`src/rtl/arm_mem_pkg.sv`:
```
// Shared types and constants for the MEM-stage external SRAM controller.
package arm_mem_pkg;

    // Transfer sequencing: idle, low half-word, high half-word, completion.
    typedef enum logic [1:0] {
        IDLE,
        LOW,
        HIGH,
        DONE
    } state_t;

    // External SRAM data bus width.
    localparam int SRAM_DATA_W = 16;

    // Byte address that maps onto SRAM word 0 unless overridden.
    localparam int BASE_ADDR_DEFAULT = 1024;

endpackage

```
`src/rtl/sram_wait_counter.sv`:
```
// Wait-state counter for one half-word phase: clears on phase entry,
// counts up while the phase is held, flags the final cycle of the phase.
module sram_wait_counter #(
    parameter int WAIT_CYCLES = 2
) (
    input  logic clk,
    input  logic rst,
    input  logic clear,
    input  logic inc,
    output logic last
);

    localparam int CNT_W = (WAIT_CYCLES > 1) ? $clog2(WAIT_CYCLES) : 1;

    logic [CNT_W-1:0] cnt_q;
    logic [CNT_W-1:0] cnt_d;

    // Next count: clear has priority over increment.
    always_comb begin
        // NOTE: every always_comb output gets a default first so no path leaves it unassigned (no latch).
        cnt_d = cnt_q;
        if (clear) begin
            cnt_d = '0;
        end else if (inc) begin
            cnt_d = cnt_q + 1'b1;
        end
    end

    // Count register with synchronous reset.
    always_ff @(posedge clk) begin
        // NOTE: sequential state uses non-blocking assignments so every flop samples pre-edge values.
        if (rst) begin
            cnt_q <= '0;
        end else begin
            cnt_q <= cnt_d;
        end
    end

    assign last = (cnt_q == CNT_W'(WAIT_CYCLES - 1));

endmodule

```
`src/rtl/sram_ctrl.sv`:
```
// MEM-stage data memory controller: splits a 32-bit access into two 16-bit
// SRAM accesses with programmable wait states, stalling the pipeline via ready.
module sram_ctrl
    import arm_mem_pkg::*;
#(
    parameter int WAIT_CYCLES = 2,
    parameter int BASE_ADDR   = BASE_ADDR_DEFAULT,
    parameter int SRAM_ADDR_W = 18
) (
    input  logic                   clk,
    input  logic                   rst,
    input  logic                   mem_read,
    input  logic                   mem_write,
    input  logic [31:0]            address,
    input  logic [31:0]            write_data,
    output logic [31:0]            read_data,
    output logic                   ready,
    output logic [SRAM_ADDR_W-1:0] sram_addr,
    output logic [SRAM_DATA_W-1:0] sram_dq_out,
    output logic                   sram_dq_oe,
    input  logic [SRAM_DATA_W-1:0] sram_dq_in,
    output logic                   sram_we_n
);

    localparam int WIDX_W = SRAM_ADDR_W - 1;

    state_t            state_q, state_d;
    logic              op_write_q, op_write_d;
    logic [WIDX_W-1:0] widx_q, widx_d;
    logic [31:0]       wdata_q, wdata_d;
    logic [31:0]       read_data_q, read_data_d;

    logic        req;
    logic [31:0] offset;
    logic        cnt_clear;
    logic        cnt_inc;
    logic        cnt_last;
    logic        unused_offset_bits;

    assign req    = mem_read | mem_write;
    assign offset = address - 32'(BASE_ADDR);

    // Byte-offset bits and wrapped-away upper bits do not reach the SRAM.
    assign unused_offset_bits = ^{offset[1:0], offset[31:SRAM_ADDR_W+1]};

    sram_wait_counter #(
        .WAIT_CYCLES(WAIT_CYCLES)
    ) u_wait_counter (
        .clk  (clk),
        .rst  (rst),
        .clear(cnt_clear),
        .inc  (cnt_inc),
        .last (cnt_last)
    );

    // Next-state logic: phase sequencing, request latching and read capture.
    always_comb begin
        state_d     = state_q;
        op_write_d  = op_write_q;
        widx_d      = widx_q;
        wdata_d     = wdata_q;
        read_data_d = read_data_q;
        cnt_clear   = 1'b1;
        cnt_inc     = 1'b0;
        case (state_q)
            IDLE: begin
                if (req) begin
                    state_d    = LOW;
                    op_write_d = mem_write;
                    widx_d     = offset[SRAM_ADDR_W:2];
                    wdata_d    = write_data;
                end
            end
            LOW: begin
                if (cnt_last) begin
                    state_d = HIGH;
                    if (!op_write_q) begin
                        read_data_d[15:0] = sram_dq_in;
                    end
                end else begin
                    cnt_clear = 1'b0;
                    cnt_inc   = 1'b1;
                end
            end
            HIGH: begin
                if (cnt_last) begin
                    state_d = DONE;
                    if (!op_write_q) begin
                        read_data_d[31:16] = sram_dq_in;
                    end
                end else begin
                    cnt_clear = 1'b0;
                    cnt_inc   = 1'b1;
                end
            end
            DONE: begin
                state_d = IDLE;
            end
            default: begin
                state_d = IDLE;
            end
        endcase
    end

    // Control state, operation type and loaded word, cleared by reset.
    always_ff @(posedge clk) begin
        if (rst) begin
            state_q     <= IDLE;
            op_write_q  <= 1'b0;
            read_data_q <= '0;
        end else begin
            state_q     <= state_d;
            op_write_q  <= op_write_d;
            read_data_q <= read_data_d;
        end
    end

    // Latched word index and store data for the transfer in flight.
    always_ff @(posedge clk) begin
        // NOTE: these datapath registers are left unreset; every bus use is gated by state, which is reset.
        widx_q  <= widx_d;
        wdata_q <= wdata_d;
    end

    // SRAM bus decode from registered state, counter and latched operation only.
    always_comb begin
        sram_addr   = '0;
        sram_dq_out = '0;
        sram_dq_oe  = 1'b0;
        sram_we_n   = 1'b1;
        case (state_q)
            LOW: begin
                sram_addr = {widx_q, 1'b0};
                if (op_write_q) begin
                    sram_dq_oe  = 1'b1;
                    sram_dq_out = wdata_q[15:0];
                    sram_we_n   = cnt_last;
                end
            end
            HIGH: begin
                sram_addr = {widx_q, 1'b1};
                if (op_write_q) begin
                    sram_dq_oe  = 1'b1;
                    sram_dq_out = wdata_q[31:16];
                    sram_we_n   = cnt_last;
                end
            end
            default: begin
                sram_addr = '0;
            end
        endcase
    end

    assign ready     = ((state_q == IDLE) && !req) || (state_q == DONE);
    assign read_data = read_data_q;

endmodule

```
`config.mk`:
```
export PLATFORM = sky130hd
export DESIGN_NAME = sram_ctrl
export DESIGN_NICKNAME = d
export VERILOG_FILES = /design/src/rtl/arm_mem_pkg.sv /design/src/rtl/sram_wait_counter.sv /design/src/rtl/sram_ctrl.sv
export SDC_FILE = /design/constraint.sdc
export NUM_CORES = 1
export LEC_CHECK = 0
export ABC_AREA = 1
export CAP_MARGIN = 20
export CORE_AREA = 2 2 111 113
export DETAILED_ROUTE_END_ITERATION = 10
export DIE_AREA = 0 0 113 115
export GPL_ROUTABILITY_DRIVEN = 0
export PLACE_DENSITY = 0.73
export SYNTH_ARGS = -nofsm -noshare
export SYNTH_HDL_FRONTEND = slang
export SYNTH_SLANG_ARGS = --single-unit
```
`constraint.sdc`:
```
create_clock -name clk -period 3.5 [get_ports clk]
set_input_delay 0.875 -clock clk [delete_from_list [all_inputs] [get_ports clk]]
set_output_delay 0.875 -clock clk [all_outputs]
set_load 0.05 [all_outputs]
```
==> run summary <==
Run status -> complete, but fails checks
Failing checks -> DRC
Top Ports -> 153
Core ar. -> 0.0118 sq mm
DR vias -> 3017
Routed WL -> 9.07 mm
Die X -> 113 um
CTS tree -> built
Post-synthesis xor/xnor area fraction -> 0.00982
Highest metal used -> met4
Clock skew -> 0.00473 ns
Average wire per standard cell -> 14.1 um
Synth Warn # -> 0
Ant diodes -> 0
Largest net degree at the start of global routing -> 36
Critical Path AT -> 2.23 ns
Yosys reg bits -> 85
Drt drc -> 10
CTS Buffer Depth -> 2
Die area -> 0.0130 sq mm
Reg2Reg Setup Slack -> 1.56 ns
Hold path startpoint -> read_data[24]
RSZ-0062 raised after global routing -> false
Hold Buf Count CTS -> 0
Pre-CTS setup slack -> 0.716 ns
Endpoints failing setup -> 0
Count of cell types in the netlist -> 22
Sequential share of the synthesized area -> 0.615
ANT nets after route -> 0
Resized Gates After CTS -> 0
Final period utilization -> 0.887
Worst-path maximum fanout -> 21
Simple-Gate Fraction of Synth Area -> 0.190
Synthesized-area fraction occupied by adder cells -> 0.0210
TritonCTS buffer count -> 9
Startpoint types -> flip-flop
Met1 wire length -> 3.70 mm
Most frequent cells in the layout -> 103 x clkdlybuf4s50_1, 80 x nand2_1, 51 x a21oi_1
RR Endpoint -> read_data[31]
Clk pin slew, worst setup/hold paths -> 0.06 ns
Leak Pwr -> 2.05 nW
Syn Std Cell Area -> 0.00357 sq mm
Util after Layout -> 0.474
Total GRT Usage -> 0.143
Initial Utilization -> 0.302
Synth top area share -> 0.412
Setup Crit Path Kind -> flip-flop to output port
Compound-Gate Fraction of Synth Area -> 0.0817
Power, Total -> 3.73 mW
Hold endpoint -> read_data[24]
Worst slew pin tran -> 0.869 ns
Final std cell area, no fill -> 0.00560 sq mm
DRT Pass-1 Iters -> 8
CP required -> 2.62 ns
Overflow after GRT -> 0
Largest family of logic cells by synthesized area -> simple AND/OR/NAND/NOR gates
DP Wirelength -> 6.51 mm
Final Non-Filler Cells -> 641
Nets -> 582
Multi-input logic area -> 0.00108 sq mm
Slew headroom -> 0.419
Hold crit path type -> flip-flop to flip-flop
Initial antenna violation count -> 0
Setup bufs post-CTS -> 0
Placed cell area -> 0.00536 sq mm
H-Tree Level Count -> 3
Number of fillers in the final layout -> 1095
Layout cells sized above 1 -> 0.123
Die Span Y -> 115 um
Area leader, netlist -> edfxtp_1
Seq. cell area -> 0.00219 sq mm
Syn Inst Count -> 358
First-pass GRT wire length -> 14.4 mm
Final Max Slew Viols -> 0
Max Freq -> 322 MHz
Clk Tree Root Cell -> clkbuf_16
Syn_area_per_cell -> 9.96 sq um
Setup_tns -> 0 ns
Most common cell after layout, fill and taps aside -> clkdlybuf4s50_1
CP endpoint kind -> output port
Final worst slack -> 0.396 ns
Syn nets -> 448
Number of port buffers -> 137
Pwr Density -> 665 mW/mm^2
Area delta synth->final -> 57.1%
Final hold slack -> 0.466 ns
Met3 WL post-DR -> 865 um
Post-synthesis mux area share -> 0
Clock insertion delay at the later pin of the skew report -> 0.33 ns
DRT iter0 DRCs -> 255
Number of core rows -> 40
Vias in the first global route -> 3005
Synth top area cells -> edfxtp_1 41%, dfxtp_1 20%, nand2_1 8.4%
CTS Sinks -> 85
Final Hold Vio Count -> 0
FF-to-FF Start -> state_q[0]
Vias per Instance -> 4.71
Met2 wire len -> 4.32 mm
Tmin final -> 3.10 ns
Dpl cells -> 628
Hold depth -> 2
R2r worst-path depth -> 6
Worst vdd ir -> 0.472 mV
Max Cap Viol -> 0
-- synth_stat cells --
library cell	count
o21ai_1	1
nand4_1	32
o21ai_4	1
dfxtp_1	36
inv_2	1
xnor2_1	2
buf_6	3
ha_1	6
nor3_1	1
nand2_2	1
edfxtp_1	49
clkbuf_1	2
o21ai_0	3
inv_1	34
xor2_1	2
nor2_1	27
nand2_1	80
buf_2	5
buf_4	13
nand3_4	2
nand3_1	6
a21oi_1	51
-- sequential cells by signal, indices dropped and copies added, names as in the netlist --
| signal | count |
|---|---|
| read_data | 32 |
| wdata_q | 32 |
| widx_q | 17 |
| state_q | 2 |
| op_write_q | 1 |
| u_wait_counter.last | 1 |
-- how the worst max path moves through the flow --
stage	from	to	slack, ns	cells past startpoint
detailed placement	state_q[0]	sram_addr[0]	0.72	3
floorplan	state_q[0]	sram_dq_out[10]	0.48	6
CTS	state_q[0]	sram_addr[0]	0.35	3
global route	state_q[0]	sram_addr[0]	0.30	3
global placement	state_q[0]	sram_addr[0]	0.75	3
finish	state_q[0]	sram_addr[0]	0.40	3
-- worst max-delay path, stage by stage (launching register included) --
cell,delay (ns)
dfxtp_1,0.35
inv_1,0.11
ha_2,0.53
clkdlybuf4s50_1,0.90
-- power by group --
part	switching, mW	internal [mW]	total (mW)
Sequential	0.0688	1.31	1.38
Clock	0.357	0.469	0.826
Combinational	0.980	0.540	1.52
Total	1.41	2.32	3.73
-- logic make-up after synthesis --
group	Yosys count
adder cells (fa/ha/maj)	6
AO/OA/AOI/OAI	56
AND/OR/NAND/NOR	149
flip-flops	85
XOR/XNOR	4
buffers and inverters	58
-- routing by layer --
layer,vias to the layer above,GRT usage
met5,-,0
met4,0,0.0699
met3,13,0.0538
met2,127,0.237
met1,1400,0.163
li1,1477,-
-- final cells by class --
type	instances	area share
clock buffer	11	0.0415
clock inverter	2	0.00246
timing repair buffer	146	0.315
multi-input combinational	215	0.193
sequential	85	0.391
inverter	35	0.0234
tap	147	0.0328
No activity file was read; power rests on OpenSTA's default activity.
